--- src/rtl/cache_ctrl_pkg.sv ---
// rtl/cache_ctrl_pkg.sv - shared state type, width and latency helpers for cache_ctrl_burst
package cache_ctrl_pkg;

    typedef enum logic [3:0] {
        IDLE  = 4'd0,
        READ  = 4'd1,
        RMISS = 4'd2,
        RMEM  = 4'd3,
        RFILL = 4'd4,
        RDONE = 4'd5,
        WRITE = 4'd6,
        WSTB  = 4'd7,
        WMEM  = 4'd8,
        WDATA = 4'd9
    } state_t;

    function automatic int word_sel_w(input int line_words);
        return (line_words <= 1) ? 1 : $clog2(line_words);
    endfunction

    // One memory word costs a strobe cycle, the wait, and a fill cycle.
    function automatic int word_cost(input int wait_cycles);
        return 2 + wait_cycles;
    endfunction

    function automatic int read_miss_cycles(input int wait_cycles, input int line_words);
        return line_words * word_cost(wait_cycles) + 1;
    endfunction

    function automatic int write_cycles(input int wait_cycles);
        return 2 + wait_cycles;
    endfunction

    function automatic int write_alloc_cycles(input int wait_cycles, input int line_words);
        return 2 + wait_cycles + line_words * word_cost(wait_cycles);
    endfunction

endpackage

--- src/rtl/cache_ctrl_burst_wait_ctr.sv ---
// rtl/cache_ctrl_burst_wait_ctr.sv - loadable down counter timing memory wait states
module wait_ctr #(
    parameter int WIDTH = 8
) (
    input  logic             clk,
    input  logic             reset,
    input  logic             load,
    input  logic             dec,
    input  logic [WIDTH-1:0] load_val,
    output logic             zero
);

    logic [WIDTH-1:0] count;

    always_ff @(posedge clk) begin
        if (reset) begin
            count <= '0;
        end else if (load) begin
            count <= load_val;
        end else if (dec && (count != '0)) begin
            count <= count - WIDTH'(1);
        end
    end

    // High on the decrement that brings the count to zero.
    assign zero = (count <= WIDTH'(1));

endmodule

--- src/rtl/cache_ctrl_burst.sv ---
// rtl/cache_ctrl_burst.sv - direct-mapped cache controller FSM with wait states and line fill
module cache_ctrl_burst
    import cache_ctrl_pkg::*;
#(
    parameter int WAIT_CYCLES = 4,
    parameter int LINE_WORDS  = 4,
    parameter int WRITE_ALLOC = 0
) (
    input  logic                                clk,
    input  logic                                reset,
    input  logic                                Strobe,
    input  logic                                DRW,
    input  logic                                M,
    input  logic                                V,
    output logic                                DReady,
    output logic                                W,
    output logic                                MStrobe,
    output logic                                MRW,
    output logic                                RSel,
    output logic                                WSel,
    output logic [word_sel_w(LINE_WORDS)-1:0]   WordSel,
    output logic                                Busy
);

    localparam int            KW     = word_sel_w(LINE_WORDS);
    localparam logic [KW-1:0] K_LAST = KW'(LINE_WORDS - 1);
    localparam logic          ALLOC  = (WRITE_ALLOC != 0);

    if (WAIT_CYCLES < 1 || WAIT_CYCLES > 255) begin : g_bad_wait
        $error("cache_ctrl_burst: WAIT_CYCLES must be in 1..255");
    end
    if (LINE_WORDS < 1 || LINE_WORDS > 16 || (LINE_WORDS & (LINE_WORDS - 1)) != 0) begin : g_bad_line
        $error("cache_ctrl_burst: LINE_WORDS must be a power of 2 in 1..16");
    end
    if (WRITE_ALLOC != 0 && WRITE_ALLOC != 1) begin : g_bad_alloc
        $error("cache_ctrl_burst: WRITE_ALLOC must be 0 or 1");
    end

    state_t        state, state_nx;
    logic [KW-1:0] k, k_nx;
    logic          hit, hit_nx;
    logic          is_wr, is_wr_nx;
    logic          wc_load, wc_dec, wc_zero;

    wait_ctr #(
        .WIDTH(8)
    ) u_wait_ctr (
        .clk      (clk),
        .reset    (reset),
        .load     (wc_load),
        .dec      (wc_dec),
        .load_val (8'(WAIT_CYCLES)),
        .zero     (wc_zero)
    );

    always_ff @(posedge clk) begin
        if (reset) begin
            state <= IDLE;
            k     <= '0;
            hit   <= 1'b0;
            is_wr <= 1'b0;
        end else begin
            state <= state_nx;
            k     <= k_nx;
            hit   <= hit_nx;
            is_wr <= is_wr_nx;
        end
    end

    always_comb begin
        state_nx = state;
        k_nx     = k;
        hit_nx   = hit;
        is_wr_nx = is_wr;
        wc_load  = 1'b0;
        wc_dec   = 1'b0;
        DReady   = 1'b0;
        W        = 1'b0;
        MStrobe  = 1'b0;
        MRW      = 1'b0;
        RSel     = 1'b0;
        WSel     = 1'b0;
        WordSel  = '0;
        Busy     = (state != IDLE);
        case (state)
            IDLE: begin
                if (Strobe) begin
                    is_wr_nx = DRW;
                    state_nx = DRW ? WRITE : READ;
                end
            end
            READ: begin
                hit_nx = M & V;
                if (M & V) begin
                    DReady   = 1'b1;
                    state_nx = IDLE;
                end else begin
                    k_nx     = '0;
                    state_nx = RMISS;
                end
            end
            RMISS: begin
                MStrobe  = 1'b1;
                WordSel  = k;
                wc_load  = 1'b1;
                state_nx = RMEM;
            end
            RMEM: begin
                WordSel = k;
                wc_dec  = 1'b1;
                if (wc_zero) state_nx = RFILL;
            end
            RFILL: begin
                W       = 1'b1;
                WSel    = 1'b1;
                WordSel = k;
                // A write-allocate fill finishes with the CPU word write, not RDONE.
                if (k == K_LAST) begin
                    state_nx = is_wr ? WDATA : RDONE;
                end else begin
                    k_nx     = k + KW'(1);
                    state_nx = RMISS;
                end
            end
            RDONE: begin
                DReady   = 1'b1;
                state_nx = IDLE;
            end
            WRITE: begin
                hit_nx   = M & V;
                state_nx = WSTB;
            end
            WSTB: begin
                MStrobe  = 1'b1;
                MRW      = 1'b1;
                wc_load  = 1'b1;
                state_nx = WMEM;
            end
            WMEM: begin
                MRW    = 1'b1;
                wc_dec = 1'b1;
                if (wc_zero) begin
                    if (hit || !ALLOC) begin
                        state_nx = WDATA;
                    end else begin
                        k_nx     = '0;
                        state_nx = RMISS;
                    end
                end
            end
            WDATA: begin
                DReady   = 1'b1;
                W        = hit | ALLOC;
                state_nx = IDLE;
            end
            default: state_nx = IDLE;
        endcase
    end

endmodule

--- config.mk ---
export PLATFORM = sky130hd
export DESIGN_NAME = cache_ctrl_burst
export DESIGN_NICKNAME = d
export VERILOG_FILES = /design/src/rtl/cache_ctrl_pkg.sv /design/src/rtl/cache_ctrl_burst_wait_ctr.sv /design/src/rtl/cache_ctrl_burst.sv
export SDC_FILE = /design/constraint.sdc
export NUM_CORES = 1
export LEC_CHECK = 0
export BUFFER_PORTS_ARGS = -buffer_cell sky130_fd_sc_hd__buf_2
export CORE_MARGIN = 4
export CORE_UTILIZATION = 50
export DETAILED_ROUTE_END_ITERATION = 16
export PLACE_DENSITY = 0.81
export SLEW_MARGIN = 20
export SYNTH_ARGS = -nofsm -noshare
export SYNTH_HDL_FRONTEND = slang
export SYNTH_SLANG_ARGS = --single-unit
--- constraint.sdc ---
create_clock -name clk -period 4.13 [get_ports clk]
set_input_delay 0.6195 -clock clk [delete_from_list [all_inputs] [get_ports clk]]
set_output_delay 0.6195 -clock clk [all_outputs]
set_load 0.005 [all_outputs]
* After elaboration in Yosys (flattened, before gate mapping) *
Cells that the tools add are included.

storage, ports and cells
  flip-flop bits (word level) = 16
  input port bits = 6
  output and inout bits = 9
  word-level logic and storage cells = 62

operators by class
  add/subtract/negate cells = 2
  order comparisons = 1
  eq/ne operators = 15
  multiplexer cells = 21
  bitwise logic cells = 1
  reductions and logical operators = 16

operators with widths
  operator             count
  $pmux 4 s8           1
  $mux 4               5
  $eq 4x3->1 const B   4
  $reduce_or 2->1      6
  $mux 3               3
  $eq 4x2->1 const B   2
  $eq 4x4->1 const B   2
  $le 8x1->1 const B   1
  $mux 2               4
  $reduce_bool 8->1    1
  $sub 8x1->8 const B  1
  $ne 2x2->1 const B   3
  $reduce_and 3->1     2
  $mux 1               5
  $eq 4x1->1 const B   1
  $logic_not 4->1      1
  $ne 2x1->1 const B   2
  $pmux 1 s2           2
  $pmux 2 s2           1
  $reduce_bool 2->1    2
  $reduce_bool 4->1    1
  $reduce_or 3->1      1
  $add 2x1->2 const B  1
  $eq 2x2->1 const B   1
  3 further kinds      3

* Depth between registers and ports, before layout *
  depth in word-level cells = 6
  mapped depth = 7
  mapped depth without buffers = 6

* Hierarchy *
A second synthesis with hierarchy kept.

unflattened totals
  cell total of the unflattened synthesis = 150
  area, all modules = 1193.6 sq um

modules (own cells, without submodules)
  module            times used  cells an instance  area each (sq um)  seq. area each (sq um)
  cache_ctrl_burst  1           82                 635.6              160.2
  wait_ctr          1           68                 558.0              160.2

* Worst setup path before layout *
OpenSTA, ideal clock, no wires.

  path kind = input-to-output
  start point = input M
  end point = output DReady
  arrival = 1.286 ns
  required time = 3.510 ns
  setup slack = 2.224 ns
  stages = 3
  path buffers = 0
  cell sequence = and2_1 -> nor3_1 -> a2111oi_0

on the way
  word-level cells in the longest chain between the ends = 3

RTL lines
  element          RTL line                RTL
  start, declared  cache_ctrl_burst.sv:13  input logic M,
  $and 1x1->1      cache_ctrl_burst.sv:94  if (M & V) begin
  $mux 1           cache_ctrl_burst.sv:94
  $pmux 1 s2       cache_ctrl_burst.sv:85  case (state)
  end, declared    cache_ctrl_burst.sv:15  output logic DReady,

Every way passes these cells.

* Final worst setup path *
  start point = register state[2]
  end point = output WordSel[1]

on the way
  word-level cells in the longest chain between the ends = 3
  elaborated cells between the ends (all ways) = 5
  those cells by class = 3 x eq/ne; 1 x mux; 1 x reduce/logical

RTL lines
  element                                          RTL line                RTL
  start, declared                                  cache_ctrl_burst.sv:39  state_t state, state_nx;
  start signal, assigned                           cache_ctrl_burst.sv:63  state <= state_nx;
  $eq 4x3->1 / $eq 4x2->1 (equally long branches)  cache_ctrl_burst.sv:85
  $reduce_or 3->1 (no line) *                      --
  $mux 2 *                                         cache_ctrl_burst.sv:85
  end, declared                                    cache_ctrl_burst.sv:21  output logic [word_sel_w(LINE_WORDS)-1:0] WordSel,

Mark *: on every way between the ends. The rest lies on a longest branch, timed or not.

==> metrics <==
Starting Density 54.6%; Cell variety after synth 44; Mapped Nets 148; nets 155; unrepaired setup endpoints after global routing no; final WL 2.36 mm; Slew @ Worst Pin 0.585 ns; ANT cells 0; HPWL after DPL 1.67 mm; CP startpoint kind flop; via count 1020; clk root buf clkbuf_4; TNS Setup 0 ns; vias in the first global route 878; hold buffers post-CTS 0; crit path buf inv count 1; Finished Core Util 58.4%; min Tclk post-route 2.38 ns; Leak 0.465 nW; status completed; hold slack 0.492 ns; CP delay by family, top flip-flops; CTS Buffer Depth 2; htree depth 1; highest metal used met4; routed vias/inst 5.96; clock skew 0.000761 ns; DR DRC count 0; pwr/cell area 430 nW/µm²; FFs w/ async S/R, synth 0%; R2R setup slack 2.18 ns; Worst R2R End u_wait_ctr.count[3]$_SDFFE_PP0P_; First-pass DRT Iterations 4; slowest stage delay, CP 0.69 ns; Fmax achieved 0.420 GHz; initial antenna violation count 0; Worst EP required 3.51 ns; Die W 55.0 µm; CP Cell Sequence nand2b_1 > nor2_1 > a21oi_1 > nor3b_1 > buf_2; Worst path slowest cell dfxtp_1; worst path arrival time 1.76 ns; Core ar. 2020 µm²; Synth Flop Type dfxtp_1; IO Count 15; post-CTS setup buffer count 0; Max VDD drop 274 µV; Hold Path Origin u_wait_ctr.count[7]$_SDFFE_PP0P_; die height 55.0 µm; most numerous cell in the Yosys netlist dfxtp_1; Mapped Avg Cell Area 8.00 µm²; GRT overflow 0; Cells after Synth 138; GRT Util Overall 18.5%; clock slew at reported path FFs 0.09 ns; layout cells sized above 1 18.1%; Hold Violations, Final 0; Post-DRT Antenna Nets 0; Final Max Tran Viols 0; synth cell count leaders 16 x dfxtp_1, 14 x a21oi_1, 11 x nor2_1; Worst Setup EP WordSel[1]; insertion delay to the later sink of the worst-skew pair 0.29 ns; Mapped Area 1100 µm²; PortBufs 13; die area 3020 µm²; number of CTS-inserted buffers 3; post-CTS sizing 0; number of max-cap violations 0; first-pass GRT wire length 3.91 mm; Synth area leader dfxtp_1; largest net degree at the start of global routing 20; Tcrit/Tclk final 57.7%; initial DRC count 17; routed wl met3 124 µm; metal1 wirelength 1.14 mm; sequential-to-total area share from yosys stat 29.0%; crit end category output pin; crit path max fanout 17; CTS sink cnt 16; crit path kind flop to output pin; Site Rows 16; met2 WL 1.06 mm; Avg WL per Cell 13.8 µm; Hold WC Path Type flop to flop; EDFF count, synth 0; Slew HR 61.0%; flops & latches, synth 16; critical path depth 5; FF-to-FF path depth 4; TritonCTS clock tree built; Synthesis Warnings 0; area delta synth->final 7.03%; RD Place Congestion 0.862; Synth top area share 29.0%; CP startpoint state[2]$_SDFFE_PP0P_; final setup vio count 0; main area contributors after synthesis dfxtp_1 29%, a21oi_1 6.3%, or4_1 4.8%; reg-to-reg startpoint state[3]$_SDFFE_PP0P_
==> placed cells by master (no fill, tap or decap), drive strengths merged, types with 2 or more instances in the layout <==
| master | instances |
|---|---|
| dfxtp | 16 |
| a21oi | 15 |
| buf | 13 |
| nor2 | 11 |
| inv | 8 |
| or4 | 7 |
| o21ai | 7 |
| o31ai | 6 |
| or3 | 5 |
| nor3 | 4 |
| nand2 | 4 |
| ha | 4 |
| clkbuf | 4 |
| nand2b | 3 |
| a31oi | 3 |
| nor3b | 3 |
| and2 | 2 |
| nand3 | 2 |
| nand3b | 2 |
| or2 | 2 |
| o22ai | 2 |
| mux2i | 2 |
| and2b | 2 |
==> worst reg2reg max path, stage by stage (launching register included) <==
cell and delay (ns):
dfxtp_1 0.70, nor4b_4 0.38, a21oi_4 0.13, or4_1 0.53
a21oi_1 0.15
==> layer usage <==
metal  track usage [%]  vias up
met4              10.1        0
met5                 0        -
met2              28.0       19
met3              5.63        5
li1                  -      519
met1              23.1      477
==> state kept, by name (all words and copies together) (netlist names) <==
signal,cells
state,4
is_wr,1
hit,1
k,2
u_wait_ctr.count,8
==> cells by family (layout without fill, tap and decap cells) <==
family / count (synthesis) / after routing / synth area share (%)
AO/OA/AOI/OAI: 42 / 42 / 25.9
adder cells (fa/ha/maj): 4 / 4 / 4.54
buffers and inverters: 19 / 25 / 7.94
flip-flops: 16 / 16 / 29.0
multiplexers: 2 / 2 / 1.81
other: 1 / 1 / 0.340
AND/OR/NAND/NOR: 54 / 54 / 30.5
==> where the power goes <==
part | internal (mW) | switching, mW
Sequential | 0.169 | 0.0397
Clock | 0.0538 | 0.0521
Combinational | 0.0830 | 0.110
Total | 0.306 | 0.202
==> metrics by stage <==
stage               worst slack [ns]  instances  total power, mW  instance area [µm²]
finish                          1.75        171            0.508                 1180
global placement                2.06        167            0.396                 1140
detailed placement              2.04        167            0.403                 1140
CTS                             1.76        171            0.511                 1180
floorplan                       2.22        138            0.365                 1100
global route                    1.54        171            0.550                 1180
==> final cells by class <==
class	count	area (µm²)
sequential	16	320
clock buffer	4	36.3
multi-input combinational	103	696
inverter	8	30.0
tap	27	33.8
fill	204	841
timing repair buffer	13	65.1
==> worst min path at each step <==
| stage | to | slack, ns | depth (start not counted) |
|---|---|---|---|
| 6_report | u_wait_ctr.count[7]$_SDFFE_PP0P_ | 0.49 | 2 |
| 5_1_grt | u_wait_ctr.count[7]$_SDFFE_PP0P_ | 0.52 | 2 |
| 4_1_cts | u_wait_ctr.count[7]$_SDFFE_PP0P_ | 0.49 | 2 |
| 3_5_place_dp | u_wait_ctr.count[7]$_SDFFE_PP0P_ | 0.48 | 2 |
| 3_3_place_gp | u_wait_ctr.count[4]$_SDFFE_PP0P_ | 0.47 | 2 |
| 2_1_floorplan | u_wait_ctr.count[4]$_SDFFE_PP0P_ | 0.45 | 2 |
No activity file was read; power rests on OpenSTA's default activity.
